--- src/rtl/cache_block_buffer_pkg.sv ---
// Shared types and helpers for the cache-to-memory block transfer buffer.
// Holds the FSM encoding, cache geometry macros and block address helper.
`ifndef BW_BLOCK
`define BW_BLOCK 4
`endif
`ifndef BW_WORD_ADDR
`define BW_WORD_ADDR 16
`endif

package cache_block_buffer_pkg;

  localparam int WORD_W = 32;

  typedef enum logic [2:0] {
    IDLE     = 3'd0,
    WR_FILL  = 3'd1,
    WR_ISSUE = 3'd2,
    RD_ISSUE = 3'd3,
    RD_DRAIN = 3'd4
  } state_t;

  // Clears the in-block word index bits of a word address.
  function automatic logic [31:0] block_base(
    input logic [31:0] add,
    input int unsigned bw_block
  );
    logic [31:0] mask;
    mask = ~((32'd1 << bw_block) - 32'd1);
    return add & mask;
  endfunction

endpackage

--- src/rtl/block_buffer_ram.sv ---
// Staging storage for one block: single write port, two async read ports.
// Port a serves memory-side write issue, port b serves the cache drain.
module block_buffer_ram
  import cache_block_buffer_pkg::*;
#(
  parameter int BW_BLOCK = 4
) (
  input  logic                clock_i,
  input  logic                we,
  input  logic [BW_BLOCK-1:0] waddr,
  input  logic [WORD_W-1:0]   wdata,
  input  logic [BW_BLOCK-1:0] raddr_a,
  output logic [WORD_W-1:0]   rdata_a,
  input  logic [BW_BLOCK-1:0] raddr_b,
  output logic [WORD_W-1:0]   rdata_b
);

  localparam int DEPTH = 1 << BW_BLOCK;

  logic [WORD_W-1:0] mem [DEPTH];

  always_ff @(posedge clock_i) begin
    if (we) mem[waddr] <= wdata;
  end

  assign rdata_a = mem[raddr_a];
  assign rdata_b = mem[raddr_b];

endmodule

--- src/rtl/cache_block_buffer.sv ---
// Transfer buffer between cache command ports and word-wide memory.
// One block or single-word request at a time; FSM and counters live here.
module cache_block_buffer
  import cache_block_buffer_pkg::*;
#(
  parameter int BW_BLOCK = `BW_BLOCK,
  parameter int BW_ADDR  = `BW_WORD_ADDR
) (
  input  logic               clock_i,
  input  logic               resetn_i,
  input  logic               req_i,
  input  logic               req_block_i,
  input  logic               rw_i,
  input  logic [BW_ADDR-1:0] add_i,
  output logic               ready_req_o,
  input  logic               write_i,
  input  logic [WORD_W-1:0]  data_i,
  output logic               ready_write_o,
  input  logic               read_i,
  output logic [WORD_W-1:0]  data_o,
  output logic               ready_read_o,
  output logic               mem_req_o,
  output logic               mem_rw_o,
  output logic [BW_ADDR-1:0] mem_addr_o,
  output logic [WORD_W-1:0]  mem_data_o,
  input  logic               mem_ack_i,
  input  logic               mem_rvalid_i,
  input  logic [WORD_W-1:0]  mem_data_i
);

  localparam int CW    = BW_BLOCK + 1;
  localparam int DEPTH = 1 << BW_BLOCK;

  state_t state_q;
  state_t state_d;

  logic [CW-1:0]      fill_cnt;
  logic [CW-1:0]      iss_cnt;
  logic [CW-1:0]      rcv_cnt;
  logic [CW-1:0]      pop_cnt;
  logic [CW-1:0]      n_q;
  logic [BW_ADDR-1:0] addr_q;
  logic [BW_ADDR-1:0] base_d;

  logic accept;
  logic rd_state;
  logic fill_fire;
  logic iss_fire;
  logic iss_last;
  logic rcv_fire;
  logic pop_fire;

  logic                ram_we;
  logic [BW_BLOCK-1:0] ram_waddr;
  logic [WORD_W-1:0]   ram_wdata;
  logic [WORD_W-1:0]   iss_word;
  logic [WORD_W-1:0]   pop_word;

  assign rd_state = (state_q == RD_ISSUE) ||
                    (state_q == RD_DRAIN);

  assign ready_req_o   = (state_q == IDLE);
  assign ready_write_o = (state_q == WR_FILL);
  assign ready_read_o  = rd_state && (pop_cnt < rcv_cnt);
  assign mem_req_o     = (state_q == WR_ISSUE) ||
                         (state_q == RD_ISSUE);
  assign mem_rw_o      = (state_q == WR_ISSUE);

  assign accept    = (state_q == IDLE) && req_i;
  assign fill_fire = (state_q == WR_FILL) && write_i;
  assign iss_fire  = mem_req_o && mem_ack_i;
  assign iss_last  = iss_fire && (iss_cnt == n_q - CW'(1));
  // Returns past the Nth word belong to nobody and are dropped.
  assign rcv_fire  = rd_state && mem_rvalid_i &&
                     (rcv_cnt < n_q);
  assign pop_fire  = read_i && ready_read_o;

  assign base_d = BW_ADDR'(block_base(32'(add_i), BW_BLOCK));

  assign mem_addr_o = mem_req_o ?
    (addr_q | BW_ADDR'(iss_cnt[BW_BLOCK-1:0])) : '0;
  assign mem_data_o = mem_rw_o ? iss_word : '0;
  assign data_o     = ready_read_o ? pop_word : '0;

  assign ram_we    = fill_fire || rcv_fire;
  assign ram_waddr = fill_fire ? fill_cnt[BW_BLOCK-1:0]
                               : rcv_cnt[BW_BLOCK-1:0];
  assign ram_wdata = fill_fire ? data_i : mem_data_i;

  block_buffer_ram #(
    .BW_BLOCK(BW_BLOCK)
  ) u_ram (
    .clock_i(clock_i),
    .we     (ram_we),
    .waddr  (ram_waddr),
    .wdata  (ram_wdata),
    .raddr_a(iss_cnt[BW_BLOCK-1:0]),
    .rdata_a(iss_word),
    .raddr_b(pop_cnt[BW_BLOCK-1:0]),
    .rdata_b(pop_word)
  );

  always_comb begin
    state_d = state_q;
    unique case (state_q)
      IDLE: begin
        if (req_i) state_d = rw_i ? WR_FILL : RD_ISSUE;
      end
      WR_FILL: begin
        if (fill_fire && (fill_cnt == n_q - CW'(1)))
          state_d = WR_ISSUE;
      end
      WR_ISSUE: begin
        if (iss_last) state_d = IDLE;
      end
      RD_ISSUE: begin
        if (iss_last) state_d = RD_DRAIN;
      end
      RD_DRAIN: begin
        if (pop_fire && (pop_cnt == n_q - CW'(1)))
          state_d = IDLE;
      end
      default: state_d = IDLE;
    endcase
  end

  always_ff @(posedge clock_i or negedge resetn_i) begin
    if (!resetn_i) begin
      state_q  <= IDLE;
      addr_q   <= '0;
      n_q      <= '0;
      fill_cnt <= '0;
      iss_cnt  <= '0;
      rcv_cnt  <= '0;
      pop_cnt  <= '0;
    end else begin
      state_q <= state_d;
      if (accept) begin
        addr_q   <= req_block_i ? base_d : add_i;
        n_q      <= req_block_i ? CW'(DEPTH) : CW'(1);
        fill_cnt <= '0;
        iss_cnt  <= '0;
        rcv_cnt  <= '0;
        pop_cnt  <= '0;
      end else begin
        if (fill_fire) fill_cnt <= fill_cnt + CW'(1);
        if (iss_fire)  iss_cnt  <= iss_cnt + CW'(1);
        if (rcv_fire)  rcv_cnt  <= rcv_cnt + CW'(1);
        if (pop_fire)  pop_cnt  <= pop_cnt + CW'(1);
      end
    end
  end

endmodule
--- config.mk ---
export PLATFORM = sky130hd
export DESIGN_NAME = cache_block_buffer
export DESIGN_NICKNAME = d
export VERILOG_FILES = /design/src/rtl/cache_block_buffer_pkg.sv /design/src/rtl/block_buffer_ram.sv /design/src/rtl/cache_block_buffer.sv
export SDC_FILE = /design/constraint.sdc
export NUM_CORES = 1
export LEC_CHECK = 0
export BUFFER_PORTS_ARGS = -buffer_cell sky130_fd_sc_hd__buf_2
export CAP_MARGIN = 15
export CORE_MARGIN = 2
export CORE_UTILIZATION = 55
export DETAILED_ROUTE_END_ITERATION = 8
export PLACE_DENSITY = 0.74
export SLEW_MARGIN = 40
export SYNTH_ARGS = -nofsm -noshare
export SYNTH_HDL_FRONTEND = slang
export SYNTH_HIERARCHICAL = 1
export SYNTH_SLANG_ARGS = --single-unit
--- constraint.sdc ---
create_clock -name clock_i -period 6.4 [get_ports clock_i]
set_clock_uncertainty 0.15 [all_clocks]
set_input_delay 0.32 -clock clock_i [delete_from_list [all_inputs] [get_ports clock_i]]
set_output_delay 0.32 -clock clock_i [all_outputs]
set_load 0.02 [all_outputs]
Yosys cells after proc, flatten, opt, wreduce, memory -nomap -nowiden --
Memory sizes are Yosys's and may differ from the RTL's. Cells that the tools add are included.
Storage, ports and cells: register bits 44, RAM bits 512, output and inout bits 85, memories kept 1
Operators by class: add/sub/neg operators 5, magnitude comparators 2, eq/ne operators 12, muxes and demuxes 24, bitwise operators 1, reduce and logical (&&, ||, !) cells 19
Memories:
- u_ram.mem | words 16, bits a word 32, rd ports 2, clocked after Yosys merged registers in 0, wr ports 1, line block_buffer_ram.sv:20 | logic [WORD_W-1:0] mem [DEPTH];
Operator list (number):
- two-way mux 32 bit | 3
- two-way mux 5 bit | 9
- adder 5 x 1 -> 5 bit (second input constant) | 4
- two-way mux 16 bit | 1
- OR 16 x 4 -> 16 bit | 1
- == test 5 bit | 3
- two-way mux 3 bit | 5
- one-hot mux 3 bit (5 select lines) | 1
- logical AND 1 bit | 10
- < comparator 5 bit | 2
- two-way mux 4 bit | 2
- nonzero test 2 bit | 4
- == test 3 x 2 -> 1 bit (second input constant) | 2
- != test 2 x 1 -> 1 bit (second input constant) | 3
- AND reduction 5 bit | 1
- subtractor 5 x 1 -> 5 bit (second input constant) | 1
- != test 2 bit (second input constant) | 2
- == test 3 x 1 -> 1 bit (second input constant) | 1
- == test 3 bit (second input constant) | 1
- logical NOT 3 bit | 1
- logical OR 1 bit | 3
- two-way mux 1 bit | 2
- two-way mux 2 bit | 1

Depth between registers and ports, before layout --
depth after elaboration 7, gate-level depth with buffers 10

By module --
The synthesis kept the hierarchy.
By module, submodules not included:
- block_buffer_ram | instances 1, cells an instance 1077, area each 22907.0 µm², seq. area each 15374.7 µm²
- cache_block_buffer | instances 1, cells an instance 359, area each 3051.7 µm², seq. area each 1026.0 µm²

Worst setup path before layout --
OpenSTA, ideal clock, no wires.
path type register to register, from reg state_q[2], to mem u_ram.mem[0][0], enable pin, data arrival time 4.256 ns, required time 5.789 ns, slack 1.533 ns, stages on the path, launching flop included 10, buffers on the path 2, cells stage by stage dfrtp_1 -> nor2_1 -> nand2_1 -> inv_1 -> and2_1 -> buf_2 -> buf_1 -> o21ai_0 -> or3b_2 -> nor3_1
RTL lines:
- start, declared | line cache_block_buffer.sv:34 | state_t state_q;
- start signal, assigned | line cache_block_buffer.sv:137 | state_q <= state_d;
- == test 3 x 1 -> 1 bit
- via ready_write_o | line cache_block_buffer.sv:18 | output logic ready_write_o,
- logical AND 1 bit | line cache_block_buffer.sv:70 | assign fill_fire = (state_q == WR_FILL) && write_i;
- two-way mux 4 bit | line cache_block_buffer.sv:86 | assign ram_waddr = fill_fire ? fill_cnt[BW_BLOCK-1:0]
- via ram_waddr[2] | line cache_block_buffer.sv:54 | logic [BW_BLOCK-1:0] ram_waddr;
- end, declared | line block_buffer_ram.sv:20
The timed path passes the listed nets, and every way through them passes these cells.

Final worst setup path --
from reg pop_cnt[1], to out data_o[18]
RTL lines:
- start, declared | line cache_block_buffer.sv:40 | logic [CW-1:0] pop_cnt;
- start signal, assigned | line cache_block_buffer.sv:149 | if (pop_fire) pop_cnt <= pop_cnt + CW'(1);
- memory read (16 x 32 bit)
- via pop_word[18] | line cache_block_buffer.sv:57 | logic [WORD_W-1:0] pop_word;
- two-way mux 32 bit | line cache_block_buffer.sv:83 | assign data_o = ready_read_o ? pop_word : '0;
- end, declared | line cache_block_buffer.sv:20 | output logic [WORD_W-1:0] data_o,
The timed path passes the listed nets, and every way through them passes these cells.

==> impl_summary.md <==
Worst setup path
The worst setup path is launched from a register. The signal on the critical path passes through buf_4 > buf_6 > mux4_2 > a22oi_1 > nand2_1 > and2_1 > buf_2. Along the worst path, the maximum fanout reaches 65. The arrival time at the worst endpoint is between 3000 and 4000 ps. The required time reported for the critical path endpoint is 5930 ps. The category of the critical setup timing path is register to primary output. For this run, the slowest stage of the critical path takes ~730 ps. The cell with the biggest individual delay on the critical path is dfrtp_4.

The kind of end point of the critical path is a primary output.

CTS
The number of buffers between clock root and the deepest sink is 3. The clock tree from TritonCTS is built. For the worst-skew pair, the clock arrives at the later sink with an insertion delay of 610 ps. For this design, the sink count on the clock tree is 553.

The total clock buffers created by CTS is 54. The clock tree synthesis step divided the H-tree into 2 levels. Clock tree synthesis selected as its root buffer the cell clkbuf_16. After clock tree synthesis, the setup repair step added 0 buffers. The clock edge transition at the registers on the reported setup and hold paths is 60 ps. After clock tree synthesis, the repair step resized 0 gates.

Layout
The filler cells instantiated in the layout total 3103. After routing the design area is 29900 µm². The most common library cell in the layout ignoring fill and taps is edfxtp_1. The post-synthesis to final-layout area growth is 15.2%. In the layout the commonest cells are 512 x edfxtp_1, 256 x mux4_2, 172 x buf_2, 129 x nand2_1, 128 x a22oi_1. The net count of the finished layout is 1727. The share of layout cells above drive strength 1 is 0.366.

Placed design
The wire-length estimate of the detail-placed layout is 38600 µm. After detailed placement, the total cell area comes to approximately 28000 µm². The congestion estimate from routability-driven global placement came to 0.767. Port buffering added about 170 buffers.

Routing
The final wirelength is 65300 µm. The count of TritonRoute iterations in the first routing pass is 5. The count of antenna-violating nets left after detailed routing is 0. In the final routed layout, each cell accounts on average for 28.7 µm. After detailed routing, the number of vias per cell comes to roughly 6.7. The first routing iteration left 1667 violations. In the routed design, unresolved DRC markers number 0.

The via count is 15300.

Logic synthesis
For this run, the number of Yosys warnings is 6. The average footprint of a synthesized cell is 18.1 µm². Synthesis handed over a netlist of 1436 instances.

The share of flip-flops with an asynchronous set or reset after synthesis is 0.0741. Synthesis inferred 553 register bits. The synthesized netlist occupies a cell area of 26000 µm².

Synthesis produced a netlist with a net count of 1534. In the synthesized netlist the dominant register cell turns out to be edfxtp_1. Counting distinct cell types in the post-synthesis netlist gives 44.

For this run, the register share of the synthesized area comes to 0.632. The synthesized design contains between 500 and 600 enable-type register cells.

Pwr
The leakage dissipation is roughly 10 nW. The fraction of power spent switching nets is 0.345. The design internal power is between 8 and 9 mW. The relative contribution of the clock network to total power is 0.247. The fraction of power consumed by combinational cells is 0.396. The cell area power density is 422 nW/µm². The total net switching power is 4.35 mW.

The maximum ir drop on the vdd rail is 403 µV. The register share of total power is 0.357.

Floorplan
The die is about 220 µm tall. The starting density of the core is 0.558. The number of cell rows is 79. The total die area is 49000 µm². The boundary pin count is 174. The area of the core is 46600 µm².

The floorplan step set the die width to 221 µm.

Global routing
The number of global-route vias before repair was 16000. The number of antenna violations at the first check in global routing is 1. The met1 track utilization from global routing is 0.369. The total routing usage reported by global routing is 0.269. met2 is the most crowded layer. For this run the aggregate overflow at the end of global routing stands at 0. Entering global routing, the biggest net connects 94 pins. The first global-routing pass estimated slightly below 100000 µm of wire.

The met2 layer usage reported by global route is 0.456. The met3 capacity usage during global routing is 0.0434.

Timing
The final count of hold timing violations is 0. For the final routed database, the setup TNS stands at 0 ps. The routed design could run at a clock period as short as 4350 ps.

The count of pins over their slew limit came to 0. Setup violations remaining at the end of the flow were counted as 0. The remaining max-slew budget at the tightest pin is 0.445. Setup repair after global routing left no endpoint under its margin.

For the pin with the worst max-slew slack, the measured transition is 831 ps. The highest clock rate is roughly 230 MHz. In the finished design, the share of the clock period the worst path needs comes to 0.679.

Hold path
The class of the most critical hold timing path is input port to register.

Job
The max-capacitance violation count is 0.

Status
The run finished with clean final reports.
[layout make-up]
cell class,count,area [µm²],share of cell area
antenna,1,2.50,0.0000837
clock buffer,67,1420,0.0475
clock inverter,31,284,0.00950
inverter,9,33.8,0.00113
multi-input combinational,768,9210,0.308
sequential,553,16400,0.549
tap,607,759,0.0254
timing repair buffer,243,1770,0.0591
[power by group through the flow]
stage               Combinational (mW)  Clock [mW]  Sequential (mW)
finish                            4.99        3.12             4.50
global route                      5.34        3.30             4.54
CTS                               5.01        3.15             4.50
detailed placement                4.97           0             4.57
global placement                  4.78           0             4.60
floorplan                         3.70           0             4.39
[cells by family (layout without fill, tap and decap cells)]
logic type,Yosys count,in the layout,synth area share
flip-flops,553,553,0.632
multiplexers,294,294,0.238
AND/OR/NAND/NOR,289,289,0.0554
AO/OA/AOI/OAI,163,163,0.0454
buffers and inverters,115,350,0.0203
XOR/XNOR,13,13,0.00439
adder cells (fa/ha/maj),9,9,0.00434
other,0,1,0
[per-layer routing]
layer	vias up	share of wire
met5	-	0
met4	0	0.020
met3	106	0.088
met2	842	0.51
met1	7962	0.38
li1	6347	-
[stage by stage]
step / setup slack, ps / power (mW) / hold WS, ps / instances / utilization
4_1_cts: 2070 / 12.7 / 19.8 / 2277 / 0.641
3_5_place_dp: 2330 / 9.54 / 194 / 2153 / 0.599
6_report: 2050 / 12.6 / 32.5 / 2279 / 0.642
2_1_floorplan: 1530 / 8.09 / -126 / 1436 / -
3_3_place_gp: 2520 / 9.38 / 299 / 2139 / 0.591
5_1_grt: 1900 / 13.2 / 47.2 / 2278 / 0.642
[registers in the layout, indices dropped and copies added, names as in the netlist]
name and cells:
addr_q 16, u_ram/mem 512, state_q 3, fill_cnt 5, pop_cnt 5, iss_cnt 5
rcv_cnt 5, n_q 2
[final timing paths]
path | from | end | slack [ps] | depth (start not counted)
worst max-delay path | pop_cnt[1] | data_o[18] | 2050 | 7
worst min-delay path | mem_rvalid_i | rcv_cnt[1] | 30 | 4
worst max register to register | state_q[2] | u_ram/mem[7][2] | 2430 | 9
worst min register to register | addr_q[12] | addr_q[12] | 320 | 2
max in group asynchronous | resetn_i | pop_cnt[1] | 5590 | 2
min in group asynchronous | resetn_i | addr_q[7] | 80 | 2
[worst max-delay path: cells and delay by family (launching register included)]
kind                   cells  cell delay, ps
buffers and inverters      3            1430
AND/OR/NAND/NOR            2             310
flip-flops                 1             730
multiplexers               1             420
AO/OA/AOI/OAI              1             270
[repair_timing]
item / CTS / global route
endpoints found under the hold margin: 68 / 0
hold buffers: 26 / 0
setup endpoints to repair: 0 / 0
[synth_stat cells (2+ instances only)]
library cell | n | area (µm²)
nand3b_1 | 7 | 52.6
clkbuf_1 | 53 | 199
ha_1 | 9 | 113
buf_1 | 14 | 52.6
buf_4 | 19 | 143
xor2_1 | 8 | 70.1
mux4_2 | 256 | 5770
a31oi_1 | 2 | 12.5
o211ai_1 | 2 | 15.0
or2b_1 | 3 | 22.5
mux2_2 | 33 | 372
nor3_1 | 6 | 30.0
a22oi_1 | 128 | 961
inv_1 | 9 | 33.8
nor2b_1 | 7 | 43.8
nor4_1 | 2 | 12.5
nand3_1 | 9 | 45.0
nand4_1 | 5 | 31.3
nor2_1 | 28 | 105
edfxtp_1 | 512 | 15400
mux2i_1 | 5 | 50.1
and2_1 | 80 | 500
nand2_1 | 129 | 484
o21a_1 | 5 | 37.5
xnor2_1 | 5 | 43.8
dfrtp_1 | 41 | 1030
a21oi_1 | 7 | 35.0
buf_2 | 20 | 100
o21ai_0 | 13 | 65.1
or3_1 | 3 | 18.8
nand2b_1 | 3 | 18.8
Note: power is estimated with default switching activity, not from simulation.
